$ cat src/rtl/demux_rr_scheduler_pkg.sv
// Shared types and constants for the round-robin demux scheduler.
package demux_sched_pkg;
  localparam int NOUT = 4;
  localparam int SELW = 2;

  typedef enum logic [1:0] {IDLE, ARB, XFER, DRAIN} state_t;
endpackage

$ cat src/rtl/demux_rr_scheduler_if.sv
// Source/sink handshake bundle between producer, scheduler and demux branches.
interface demux_rr_scheduler_if #(parameter int DW = 8);
  import demux_sched_pkg::*;

  logic [NOUT-1:0] cfg_mask;
  logic            in_valid;
  logic [DW-1:0]   in_data;
  logic            in_last;
  logic            in_ready;
  logic [NOUT-1:0] out_valid;
  logic [DW-1:0]   out_data;
  logic [NOUT-1:0] out_ready;
  logic [SELW-1:0] sel;
  logic            en;

  modport master (
    output cfg_mask, in_valid, in_data, in_last, out_ready,
    input  in_ready, out_valid, out_data, sel, en
  );

  modport slave (
    input  cfg_mask, in_valid, in_data, in_last, out_ready,
    output in_ready, out_valid, out_data, sel, en
  );
endinterface

$ cat src/rtl/demux_rr_scheduler_rr_pick.sv
// Rotating-priority picker: first set mask bit after last_ptr, wrapping.
module rr_pick
  import demux_sched_pkg::*;
(
  input  logic [NOUT-1:0] mask,
  input  logic [SELW-1:0] last_ptr,
  output logic [SELW-1:0] pick,
  output logic            found
);
  logic [SELW-1:0] idx;

  always_comb begin
    pick  = '0;
    found = 1'b0;
    idx   = '0;
    // k = NOUT wraps back to last_ptr itself, so a lone enabled branch is re-granted
    for (int unsigned k = 1; k <= NOUT; k++) begin
      idx = last_ptr + SELW'(k);
      if (!found && mask[idx]) begin
        pick  = idx;
        found = 1'b1;
      end
    end
  end
endmodule

$ cat src/rtl/demux_rr_scheduler.sv
// Round-robin burst scheduler for a 1-to-4 demux with a one-entry output buffer.
module demux_rr_scheduler
  import demux_sched_pkg::*;
#(
  parameter int DW    = 8,
  parameter int BURST = 4
) (
  input logic                 clk,
  input logic                 rst_n,
  demux_rr_scheduler_if.slave bus
);
  localparam int CW = (BURST > 1) ? $clog2(BURST) : 1;

  state_t          state, state_nx;
  logic [SELW-1:0] sel_q, last_ptr, pick;
  logic            found;
  logic [CW-1:0]   count;
  logic            buf_vld;
  logic [DW-1:0]   buf_data;
  logic            in_ready, accept, consume, burst_end;
  logic [NOUT-1:0] out_valid;

  rr_pick u_pick (
    .mask     (bus.cfg_mask),
    .last_ptr (last_ptr),
    .pick     (pick),
    .found    (found)
  );

  assign consume   = buf_vld & bus.out_ready[sel_q];
  assign in_ready  = (state == XFER) & (~buf_vld | bus.out_ready[sel_q]);
  assign accept    = bus.in_valid & in_ready;
  assign burst_end = (count == CW'(BURST - 1)) | bus.in_last;

  always_comb begin
    state_nx = state;
    case (state)
      IDLE:    if (bus.in_valid && (bus.cfg_mask != '0)) state_nx = ARB;
      ARB:     state_nx = found ? XFER : IDLE;
      XFER:    if (accept && burst_end) state_nx = DRAIN;
      DRAIN:   if (!buf_vld || consume) state_nx = bus.in_valid ? ARB : IDLE;
      default: state_nx = IDLE;
    endcase
  end

  always_ff @(posedge clk or negedge rst_n) begin
    if (!rst_n) begin
      state    <= IDLE;
      sel_q    <= '0;
      last_ptr <= '1;
      count    <= '0;
      buf_vld  <= 1'b0;
      buf_data <= '0;
    end else begin
      state <= state_nx;
      // sel only moves in ARB, which is never entered with a beat still buffered
      if (state == ARB && found) begin
        sel_q    <= pick;
        last_ptr <= pick;
        count    <= '0;
      end else if (accept) begin
        count <= count + 1'b1;
      end
      if (accept) begin
        buf_data <= bus.in_data;
        buf_vld  <= 1'b1;
      end else if (consume) begin
        buf_vld <= 1'b0;
      end
    end
  end

  always_comb begin
    out_valid = '0;
    if (buf_vld) out_valid[sel_q] = 1'b1;
  end

  assign bus.in_ready  = in_ready;
  assign bus.out_valid = out_valid;
  assign bus.out_data  = buf_data;
  assign bus.sel       = sel_q;
  assign bus.en        = (state == XFER) || (state == DRAIN);
endmodule

$ cat src/flat_wrapper.sv
// flat-port wrapper written by rule: the top's interface ports become plain ports
module demux_rr_scheduler_flat import demux_sched_pkg::*;
#(
  parameter int DW    = 8,
  parameter int BURST = 4
)
  (clk, rst_n, bus_cfg_mask, bus_in_valid, bus_in_data, bus_in_last, bus_out_ready, bus_in_ready, bus_out_valid, bus_out_data, bus_sel, bus_en);
  demux_rr_scheduler_if #(.DW(DW)) bus_i ();
  input logic clk;
  input logic rst_n;
  input wire logic [$bits(bus_i.cfg_mask)-1:0] bus_cfg_mask;
  input wire logic [$bits(bus_i.in_valid)-1:0] bus_in_valid;
  input wire logic [$bits(bus_i.in_data)-1:0] bus_in_data;
  input wire logic [$bits(bus_i.in_last)-1:0] bus_in_last;
  input wire logic [$bits(bus_i.out_ready)-1:0] bus_out_ready;
  output wire logic [$bits(bus_i.in_ready)-1:0] bus_in_ready;
  output wire logic [$bits(bus_i.out_valid)-1:0] bus_out_valid;
  output wire logic [$bits(bus_i.out_data)-1:0] bus_out_data;
  output wire logic [$bits(bus_i.sel)-1:0] bus_sel;
  output wire logic [$bits(bus_i.en)-1:0] bus_en;
  assign bus_i.cfg_mask = bus_cfg_mask;
  assign bus_i.in_valid = bus_in_valid;
  assign bus_i.in_data = bus_in_data;
  assign bus_i.in_last = bus_in_last;
  assign bus_i.out_ready = bus_out_ready;
  assign bus_in_ready = bus_i.in_ready;
  assign bus_out_valid = bus_i.out_valid;
  assign bus_out_data = bus_i.out_data;
  assign bus_sel = bus_i.sel;
  assign bus_en = bus_i.en;
  demux_rr_scheduler #(.DW(DW), .BURST(BURST)) u_core (.clk(clk), .rst_n(rst_n), .bus(bus_i));
endmodule
$ cat config.mk
export PLATFORM = sky130hd
export DESIGN_NAME = demux_rr_scheduler_flat
export DESIGN_NICKNAME = d
export VERILOG_FILES = /design/src/rtl/demux_rr_scheduler_pkg.sv /design/src/rtl/demux_rr_scheduler_if.sv /design/src/rtl/demux_rr_scheduler_rr_pick.sv /design/src/rtl/demux_rr_scheduler.sv /design/src/flat_wrapper.sv
export SDC_FILE = /design/constraint.sdc
export NUM_CORES = 1
export LEC_CHECK = 0
export ABC_AREA = 1
export CORE_ASPECT_RATIO = 1.25
export CORE_UTILIZATION = 45
export DETAILED_ROUTE_END_ITERATION = 8
export HOLD_SLACK_MARGIN = 0.08
export PLACE_DENSITY = 0.86
export SYNTH_ARGS = -nofsm -noshare
export SYNTH_HDL_FRONTEND = slang
export SYNTH_HIERARCHICAL = 1
export SYNTH_SLANG_ARGS = --single-unit
$ cat constraint.sdc
create_clock -name clk -period 2.2 [get_ports clk]
set_input_delay 0.22 -clock clk [delete_from_list [all_inputs] [get_ports clk]]
set_output_delay 0.22 -clock clk [all_outputs]
set_load 0.1 [all_outputs]
Word level (Yosys, flattened, before mapping). Cells that the tools add are included.

Add/subtract/negate cells: 4. Order comparisons: 6. Eq/ne operators: 7. Muxes and demuxes: 31. Bitwise logic cells: 6. Reductions and logical operators: 18.

Operator list (count): 2-bit 2-to-1 mux (10); 2-bit by 3-bit < comparator with 1-bit output, second input constant (5); 1-bit 2-to-1 mux (13); 1-bit binary-select mux with 2-bit select (5); 2-bit case mux with 4 select lines (1); 1-bit logical AND (7); 2-bit equality test, second input constant (3); 2-bit by 1-bit inequality test with 1-bit output, second input constant (3); 2-bit by 1-bit adder with 2-bit output, second input constant (2); 2-bit adder, second input constant (2); 1-bit logical NOT (4); 4-bit 2-to-1 mux (1); 2-bit nonzero test (2); 4-bit nonzero test (1); 1-bit AND (3); 3-bit AND reduction (1); 1-bit demux with 2-bit select (1); 2-bit by 1-bit equality test with 1-bit output, second input constant (1); 2-bit by 1-bit greater-or-equal comparator with 1-bit output, second input constant (1); 2-bit logical NOT (1); 1-bit logical OR (2); 1-bit bitwise OR (2); 1-bit inverter (1).

Bits in registers: 17. Output and inout port bits: 16.

Logic depth before layout (Yosys ltp).
Word-level depth: 15. Gate-level depth with buffers: 11. Mapped depth without buffers: 11.

Cells and area by module. Netlist, hierarchy kept.

Modules (own cells, without submodules): demux_rr_scheduler (instances 1, cells an instance 101, area each 824.5 sq um, sequential area each 427.9 sq um); rr_pick (instances 1, cells an instance 52, area each 271.5 sq um, sequential area each 0.0 sq um).

Worst setup path before layout. OpenSTA, ideal clock, no wires.

Kind: register to output. Start point: reg u_core.sel_q[0] (netlist: u_core/bus.sel[0]). End point: out bus_in_ready. Arrival time: 3451 ps. Data required time: 1980 ps. Slack: -1471 ps. Stages on the path, launching flop included: 7. Buffers on the path: 0. Cell sequence: dfrtp_1 -> nand2_1 -> nand2_1 -> nand2_1 -> nand3_2 -> inv_1 -> nor3_1.

Cells in the longest elaborated chain, start to end: 4.

RTL lines: from (decl) (RTL line demux_rr_scheduler.sv:15) `logic [SELW-1:0] sel_q, last_ptr, pick;`; from (signal assigned) (RTL line demux_rr_scheduler.sv:58) `sel_q <= pick;`; 1-bit binary-select mux with 2-bit select (RTL line demux_rr_scheduler.sv:31) `assign in_ready = (state == XFER) & (~buf_vld | bus.out_ready[sel_q]);`; 1-bit 2-to-1 mux (not written as such) (RTL line demux_rr_scheduler.sv:31); 1-bit bitwise OR (RTL line demux_rr_scheduler.sv:31); 1-bit AND (RTL line demux_rr_scheduler.sv:31); to (decl) (RTL line flat_wrapper.sv:16) `output wire logic [$bits(bus_i.in_ready)-1:0] bus_in_ready;`.

Every way passes these cells. The select of a mux whose other input is x is not followed.

Final worst setup path. Same ends and word-level chain as after synthesis.

==> key figures <==
Status
  • Status: finished clean

Setup path
  • CP Class: reg -> out
  • Critical Path Start Type: flop
  • Critical Path AT: 1800 ps
  • Reg2reg start: u_core/last_ptr[0]
  • Register-to-register setup slack: approximately 310 ps
  • Endpoint class of the critical path: output port
  • Worst-path fanout max: 6
  • Largest stage delay, worst path: around 530 ps
  • R2R depth: 11
  • Crit path cell chain: inv_2, nand2_1, nand2_1, nand2_1, nand3_2, inv_1, nor3_4, buf_12
  • R2r endpoint: u_core/bus.sel[0]
  • Crit-path most repeated cell: nand2_1
  • Worst endpoint required time: 1980 ps
  • CP max stage cell: dfrtp_4

Drt
  • Initial DRT Pass Iterations: 4
  • # DRC: 0
  • Vias: 1079
  • Vias per Instance: 4.905
  • Final wirelength: around 2.5 mm
  • Post-DR wirelength/cell: 11.33 µm
  • Starting DRT DRC Count: 20
  • Post-route ant nets: 0

Logic synthesis
  • Yosys cell types: 24
  • Post-Syn Instances: 153
  • Yosys synthesis warning count: 6
  • Synth Cell Area: about 0.0011 mm²
  • Number of synthesized flops with an enable pin: 0
  • Net count after synthesis: 174
  • #FFs+latches synth: 17
  • Top_reg_cell synth: dfrtp_1
  • Sequential area share after synthesis: 0.3904
  • Ys async rst share: 1.000
  • Synthesized area per cell: 7.164 µm²

Global routing
  • Most Crowded Layer GR: met2
  • Vias in the first global route: 1039
  • Pin count of the biggest net entering global routing: 21
  • Met2 usage: 0.3783
  • GRT overflow: 0
  • GRT met3 Usage: 0.02215
  • Total GRT Usage: 0.2090
  • Antenna violations before repair: 0
  • First-pass GRT wire length: 4.091 mm
  • GR Util met1: 0.2364

Clock network
  • Clk sinks: 17
  • CTS tree: yes
  • # hold bufs at CTS: 0
  • Root buffer cell: clkbuf_4
  • CTS H-tree lvls: 1
  • CTS Buf Count: 3
  • Clk buf depth: 2
  • Reg clk slew, reported paths: about 100 ps
  • PostCTS Resize Cnt: 0
  • Post-CTS setup buffers: 0
  • Clock Latency Late Sink: about 290 ps

Floorplanning
  • Initial Util: 0.4853
  • DIE HEIGHT: 57.18 µm
  • I/O pin cnt: 36
  • Row Count: 19
  • Die area: 0.002638 mm²
  • Die X: between 40 and 50 µm
  • Core Box Area: 0.002258 mm²

Place
  • DP HPWL: approximately 2 mm
  • I/O Buffers: 35
  • Routability cong.: 0.8371

Finish
  • Filler Cell Count: 194
  • Seq. cell area: 432.9 µm²
  • Share of cells above drive strength 1: 0.2381
  • Area Growth Syn to Fin: 38.70%
  • Fin nets: roughly 210
  • Antenna cells: 0
  • Footprint of the multi-input gates: 608.1 µm²

STA
  • Skew final: 4.281 ps
  • RSZ-0062 raised after global routing: no
  • Fin crit period: slightly above 2000 ps
  • FMAX: a little under 0.5 GHz
  • Final hold violation count: 0
  • Worst relative slew slack: 0.5095
  • Final setup fails: 0
  • Max Transition Viols Final: 0
  • Setup TNS Final: 0 ps
  • Final worst-path cycle share: 0.9187
  • Slew @ Worst Pin: 733.4 ps

Worst hold path
  • HP Class: in -> async

Job
  • Max-Cap Viols: 0
-- metal layers --
layer,up-vias,wire length [µm],share of wire
met5,-,0,0
met4,0,31,0.012
met3,3,100,0.040
met2,33,1371,0.55
met1,487,988,0.40
li1,556,-,-
-- cell families after synthesis --
| kind of cell | share of synthesized area |
|---|---|
| DFF | 0.3904 |
| and+or+nand+nor | 0.4121 |
| adders and majority gates | 0.01141 |
| xor gates and xnor gates | 0.01484 |
| buffers and inverters | 0.1005 |
| AOI/OAI and AO/OA | 0.07078 |
-- registers in the layout, summed over array words and instances, names as in the netlist, named ones only --
name / flops
u_core/bus.out_data: 8
u_core/bus.sel: 2
u_core/count: 2
u_core/last_ptr: 2
u_core/buf_vld: 1
u_core/state: 1
-- cell usage in the layout (no fill, tap or decap) --
cell type        netlist  final
nand2_1               53     53
inv_1                 20     20
clkdlybuf4s50_1        0     19
buf_4                  1     16
nand3_1               14     14
dfrtp_1               15     13
o21ai_0               12     12
nand4_1                5      5
nor3_4                 0      4
nand2_2                4      4
nor2_1                 4      4
clkbuf_4               0      3
nand2_4                3      3
inv_2                  2      2
nand3_2                2      2
dfstp_2                2      2
a21oi_1                2      2
clkinv_2               0      1
buf_12                 0      1
nor3_2                 0      1
or2_2                  1      1
xor2_2                 1      1
nor2_2                 1      1
ha_1                   1      1
dfrtp_4                0      1
dfrtp_2                0      1
nor2_8                 1      1
o21a_1                 1      1
-- synth_stat cells, types with 3 or more instances --
| cell type | n | share of area |
|---|---|---|
| dfrtp_1 | 15 | 0.34 |
| inv_1 | 20 | 0.068 |
| nand2_1 | 53 | 0.18 |
| nand2_2 | 4 | 0.023 |
| nand2_4 | 3 | 0.031 |
| nand3_1 | 14 | 0.064 |
| nand4_1 | 5 | 0.029 |
| nor2_1 | 4 | 0.014 |
| nor3_1 | 5 | 0.023 |
| o21ai_0 | 12 | 0.055 |
-- worst max-delay path by stage --
stage / start / end / slack [ps] / cells after the start
6_report: u_core/bus.sel[0] / bus_in_ready / 180 / 8
5_1_grt: u_core/bus.sel[0] / bus_in_ready / 40 / 8
4_1_cts: u_core/bus.sel[0] / bus_in_ready / 150 / 8
2_1_floorplan: u_core/bus.sel[0] / bus_in_ready / 3 / 7
3_5_place_dp: bus_cfg_mask[3] / u_core/bus.sel[0] / 290 / 11
3_3_place_gp: bus_cfg_mask[1] / u_core/bus.sel[1] / 390 / 11
-- per-stage QoR --
stage,setup WS (ps),hold WS [ps],cells,cell area [µm²],utilization
CTS,150.6,365.8,220,1520,0.6731
floorplan,3.205,-75.59,153,1151,-
global placement,385.2,469.3,216,1493,0.6609
detailed placement,294.3,475.1,216,1493,0.6609
global route,41.66,412.0,220,1520,0.6731
finish,178.9,352.1,220,1520,0.6731
-- cell type report --
cell class | count | area share
multi-input combinational | 110 | 0.4000
timing repair buffer | 36 | 0.2173
clock buffer | 3 | 0.01481
clock inverter | 1 | 0.003292
inverter | 22 | 0.05432
tap | 31 | 0.02551
sequential | 17 | 0.2848
-- critical path, delay by kind of cell, from the launching register on --
kind	cells	cell delay, ps
buffers and inverters	3	440
DFF	1	530
and+or+nand+nor	5	530
Power is not shown: default switching activity piles up to over one toggle a cycle in this logic, so the estimate is an artifact.
